--- src/rtl/alu_result_stage.sv ---
// alu_result_fifo: in-order entry queue for the ALU writeback stage.
// Latency: an entry written at one edge is visible at head after that edge.
// Backpressure: the caller must not push when full or pop when empty. The FIFO does not guard either case.
//
// Ports:
//   clock, clear        : clock and asynchronous active-low reset
//   push, push_data     : write push_data at the tail this edge
//   pop                 : retire the head entry this edge
//   head                : current head entry (don't-care when count == 0)
//   count               : current occupancy, 0..DEPTH
module alu_result_fifo #(
    parameter int DEPTH = 2,
    parameter int DW    = 69
) (
    input  logic                     clock,
    input  logic                     clear,
    input  logic                     push,
    input  logic [DW-1:0]            push_data,
    input  logic                     pop,
    output logic [DW-1:0]            head,
    output logic [$clog2(DEPTH):0]   count
);

    localparam int PW = $clog2(DEPTH);
    localparam int CW = PW + 1;

    logic [DW-1:0] mem [DEPTH];
    logic [PW-1:0] wr_ptr;
    logic [PW-1:0] rd_ptr;

    // Storage has no reset. Stale contents are never visible because
    // count gates every read.
    always_ff @(posedge clock) begin
        if (push) begin
            mem[wr_ptr] <= push_data;
        end
    end

    // DEPTH is a power of two, so natural pointer overflow gives the
    // DEPTH-1 -> 0 wrap.
    always_ff @(posedge clock or negedge clear) begin
        if (!clear) begin
            wr_ptr <= '0;
            rd_ptr <= '0;
            count  <= '0;
        end else begin
            if (push) begin
                wr_ptr <= wr_ptr + PW'(1);
            end
            if (pop) begin
                rd_ptr <= rd_ptr + PW'(1);
            end
            case ({push, pop})
                2'b10:   count <= count + CW'(1);
                2'b01:   count <= count - CW'(1);
                default: count <= count;
            endcase
        end
    end

    assign head = mem[rd_ptr];

endmodule

// alu_result_stage: buffered writeback stage behind the ALU. It applies HI/LO updates and passes other results to the register file.
// Latency: 2 edges from an accepted result to wb_valid. One edge enqueues and the next edge retires. Throughput is 1 per cycle.
// Backpressure: res_ready is low when the FIFO is full. A full FIFO refuses a push even when it pops in the same cycle. wb output holds while wb_ready is low.
//
// Ports:
//   clock, clear                     : clock and asynchronous active-low reset
//   res_valid/res_ready              : ALU result handshake
//   res_opcode, res_data             : 5-bit opcode and {hi, lo} result
//   wb_valid/wb_ready                : registered writeback handshake
//   wb_data, wb_opcode               : writeback value and its opcode
//   hi_q, lo_q                       : architectural HI/LO registers
//   count                            : FIFO occupancy
module alu_result_stage #(
    parameter int DEPTH = 2,   // power of two, 2..8
    parameter int WIDTH = 32
) (
    input  logic                   clock,
    input  logic                   clear,
    input  logic                   res_valid,
    output logic                   res_ready,
    input  logic [4:0]             res_opcode,
    input  logic [2*WIDTH-1:0]     res_data,
    output logic                   wb_valid,
    input  logic                   wb_ready,
    output logic [WIDTH-1:0]       wb_data,
    output logic [4:0]             wb_opcode,
    output logic [WIDTH-1:0]       hi_q,
    output logic [WIDTH-1:0]       lo_q,
    output logic [$clog2(DEPTH):0] count
);

    localparam int CW = $clog2(DEPTH) + 1;
    localparam logic [CW-1:0] FULL_CNT = CW'(DEPTH);

    localparam logic [4:0] OP_MUL  = 5'b01111;
    localparam logic [4:0] OP_DIV  = 5'b10000;
    localparam logic [4:0] OP_MFHI = 5'b10111;
    localparam logic [4:0] OP_MFLO = 5'b11000;

    typedef struct packed {
        logic [4:0]         opcode;
        logic [2*WIDTH-1:0] data;
    } entry_t;

    entry_t in_entry;
    entry_t head_entry;
    logic   push;
    logic   pop;

    // res_ready is a pure function of registered count. There is no
    // pass-through when full, so a combinational path from wb_ready to
    // res_ready cannot form.
    assign res_ready = (count != FULL_CNT);
    assign push      = res_valid && res_ready;

    // Retire when something is queued and the wb register is free or
    // is being emptied this cycle.
    assign pop = (count != '0) && (!wb_valid || wb_ready);

    assign in_entry.opcode = res_opcode;
    assign in_entry.data   = res_data;

    alu_result_fifo #(
        .DEPTH (DEPTH),
        .DW    ($bits(entry_t))
    ) u_fifo (
        .clock     (clock),
        .clear     (clear),
        .push      (push),
        .push_data (in_entry),
        .pop       (pop),
        .head      (head_entry),
        .count     (count)
    );

    // Retire logic. mfhi/mflo read hi_q/lo_q as registered. A mul/div
    // ahead of them in the queue has retired at an earlier edge, so an
    // mfhi/mflo always sees the newest HI/LO.
    always_ff @(posedge clock or negedge clear) begin
        if (!clear) begin
            wb_valid  <= 1'b0;
            wb_data   <= '0;
            wb_opcode <= '0;
            hi_q      <= '0;
            lo_q      <= '0;
        end else if (pop) begin
            wb_opcode <= head_entry.opcode;
            case (head_entry.opcode)
                OP_MUL, OP_DIV: begin
                    hi_q     <= head_entry.data[2*WIDTH-1:WIDTH];
                    lo_q     <= head_entry.data[WIDTH-1:0];
                    wb_valid <= 1'b0;
                end
                OP_MFHI: begin
                    wb_data  <= hi_q;
                    wb_valid <= 1'b1;
                end
                OP_MFLO: begin
                    wb_data  <= lo_q;
                    wb_valid <= 1'b1;
                end
                default: begin
                    // Undefined opcodes also take this path. The upper
                    // half of the result is dropped.
                    wb_data  <= head_entry.data[WIDTH-1:0];
                    wb_valid <= 1'b1;
                end
            endcase
        end else if (wb_valid && wb_ready) begin
            // wb_data and wb_opcode keep their last values.
            wb_valid <= 1'b0;
        end
    end

endmodule

--- config.mk ---
export PLATFORM = sky130hd
export DESIGN_NAME = alu_result_stage
export DESIGN_NICKNAME = d
export VERILOG_FILES = /design/src/rtl/alu_result_stage.sv
export SDC_FILE = /design/constraint.sdc
export NUM_CORES = 1
export LEC_CHECK = 0
export ABC_AREA = 1
export CORE_MARGIN = 5
export CORE_UTILIZATION = 55
export CTS_CLUSTER_DIAMETER = 150
export DETAILED_ROUTE_END_ITERATION = 8
export PLACE_DENSITY = 0.82
export SYNTH_ARGS = -nofsm -noshare
export SYNTH_HDL_FRONTEND = slang
export SYNTH_SLANG_ARGS = --single-unit
--- constraint.sdc ---
create_clock -name clock -period 6.89 [get_ports clock]
set_input_delay 0.689 -clock clock [delete_from_list [all_inputs] [get_ports clock]]
set_output_delay 0.689 -clock clock [all_outputs]
set_load 0.1 [all_outputs]
==> reports/qor.yml <==
timing:
  fmax_ghz: 0.212
  slew_headroom_pct: 13.4
  hold_viol_final: 0
  min_period_ns: 4.71
  slew_violations: 0
  finClkSkew_ns: 0.00565
  timing.hold.ws_ns: 0.179
  period_share_pct: 68.4
  setup_tns_ns: 0
  rsz0062_at_grt: "no"
  setup_violations: 0
  worst_pin_slew_ns: 1.30
floorplanning:
  die_h_um: 145
  pin_count: 178
  die_w_um: 145
  core_area_um2: 17900
  start_util_pct: 55.8
  die-area_um2: 21000
  rows: 49
finish:
  regArea_um2: 6800
  layout-drive-gt1-share_pct: 5.39
  area_delta_synth_final_pct: 26.6
  insertedDiodeCount: 0
  multi_input_area_um2: 2780
  nets: 1170
  fill_cells: 1291
grt:
  antenna_found_initial: 1
  grt_pass1_vias: 7354
  grt-ovfl-total: 0
  grtUsageTotal_pct: 23.4
  grt_pass1_wl_um: 38200
  grt_max_degree: 97
yosys:
  synth_area_um2: 9990
  ys_seq_area_share_pct: 68.0
  synth_flop_cell: "edfxtp_1"
  synth_cell_type_count: 25
  synthTopCellsByCount: "nand2_1 (378), edfxtp_1 (138), nand3_1 (129)"
  async_flop_share_pct: 43.4
  synth-seq-cells: 244
  yosysMostFrequentCell: "nand2_1"
  syn-num-nets: 1016
  synth_area_leaders: "edfxtp_1 (41%), dfrtp_1 (27%), nand2_1 (14%)"
  yosys.area.top_type: "edfxtp_1"
  syn_inst: 942
  syn_avg_cell_area_um2: 10.6
  synth_edf_count: 138
  yosysTopAreaCellShare_pct: 41.5
  yosys_warnings: 0
route:
  vias_per_cell: 5.47
  vias: 7342
  drt-pass1-iter-count: 5
  wire_per_inst_um: 18.3
  drt_iter0_drc: 664
  routed_wl_um: 24600
  drc_errors: 0
  postRouteAntennaNets: 0
clock_network:
  clkSinkCount: 244
  cts_resized: 0
  htree_levels: 1
  hold_buffers: 0
  numCtsBuffers: 24
  clkTransAtPathRegs_ns: 0.06
  clk_path_buf_depth: 3
  cts_root_buf: "clkbuf_16"
  cts_tree: "built"
  postCtsSetupBuffers: 0
  clock_latency_ns: 0.50
critical_path:
  worstReg2RegStart: "u_fifo.rd_ptr"
  rr_worst_depth: 8
  worstSetupPathType: "reg -> reg"
  reg2reg_to: "hi_q[11]"
  cp.arrival_ns: 5.10
  cp.required_ns: 7.28
  crit_fanout: 96
  worst_setup_path_end_kind: "flop"
  startpoint_type: "flop"
  r2r_setup_slack_ns: 2.18
placed_design:
  dp_hpwl_um: 15100
  portBuffers: 177
  gp_congestion: 0.872
run_status:
  status: "completed"
flow_run:
  cap_viol_max_count: 0
hold_path:
  hp-class: "in -> async"
-- placed cells by master, fill, tap and decap left out, types with 4 or more instances in the layout --
master and count:
mux2i_1 32, o21ai_0 29, nand2_1 378, buf_4 5
o21ai_2 4, nor2_4 7, dfrtp_1 105, edfxtp_1 138
inv_1 44, o21ai_1 8, clkbuf_1 4, clkbuf_16 26
nand3_1 129, clkinv_2 5, clkdlybuf4s50_1 176
-- through the flow --
stage               area, um2  utilization (%)  std cells  setup slack [ns]
floorplan                9990                -        942              1.44
global placement        11800             66.1       1299              2.48
detailed placement      11800             66.1       1299              2.28
CTS                     12700             70.7       1343              2.23
global route            12700             70.7       1343              1.83
finish                  12700             70.7       1343              2.18
-- area by class of cell --
type | instances | share of cell area [%]
Clock buffer | 33 | 5.59
Clock inverter | 11 | 0.850
Inverter | 47 | 1.39
Multi-Input combinational cell | 598 | 21.9
Sequential cell | 244 | 53.7
Tap cell | 229 | 2.26
Timing Repair Buffer | 181 | 14.2
-- logic make-up (layout without fill, tap and decap cells) --
kind of cell	after synthesis	after routing	share of synthesized area, %
simple gates	518	518	21.4
flops	244	244	68.0
buf+inv	100	272	4.52
compound gates	44	44	2.43
mux	32	32	3.21
xor+xnor	3	3	0.263
fa+ha+maj	1	1	0.125
-- worst max-delay path, stage by stage (launching register included) --
cell	delay, ns
dfrtp_4	1.08
inv_2	0.60
nand2_1	0.17
o21ai_1	0.12
nor2_4	0.77
nand2_1	0.21
nand2_4	0.44
nand2_4	0.61
o21ai_0	0.47
-- routing by layer --
metal	wire length (um)	track usage, %	vias to the layer above
met4	668	8.39	2
met3	2170	5.16	55
met2	12000	38.4	331
met1	9750	31.0	3527
li1	-	-	3427
met5	13	0	-
-- worst max path at each step --
stage                     slack [ns]  depth (start not counted)       startpoint          endpoint
after floorplan                 1.44                          4  u_fifo.count[0]  u_fifo.mem[1][0]
after global placement          2.48                          8    u_fifo.rd_ptr           hi_q[9]
after detailed placement        2.28                          8    u_fifo.rd_ptr          hi_q[29]
after CTS                       2.23                          8    u_fifo.rd_ptr          hi_q[11]
after global routing            1.83                          8    u_fifo.rd_ptr          hi_q[11]
final                           2.18                          8    u_fifo.rd_ptr          hi_q[11]
-- state kept, by name, indices dropped and copies added (netlist names) --
name,cells
hi_q,32
lo_q,32
u_fifo.count,2
u_fifo.mem,138
u_fifo.rd_ptr,1
u_fifo.wr_ptr,1
wb_data,32
wb_opcode,5
wb_valid,1
Power is left out: the tool's default activity adds up to more than one toggle a clock period on the data nets, which glitch-free logic cannot reach.
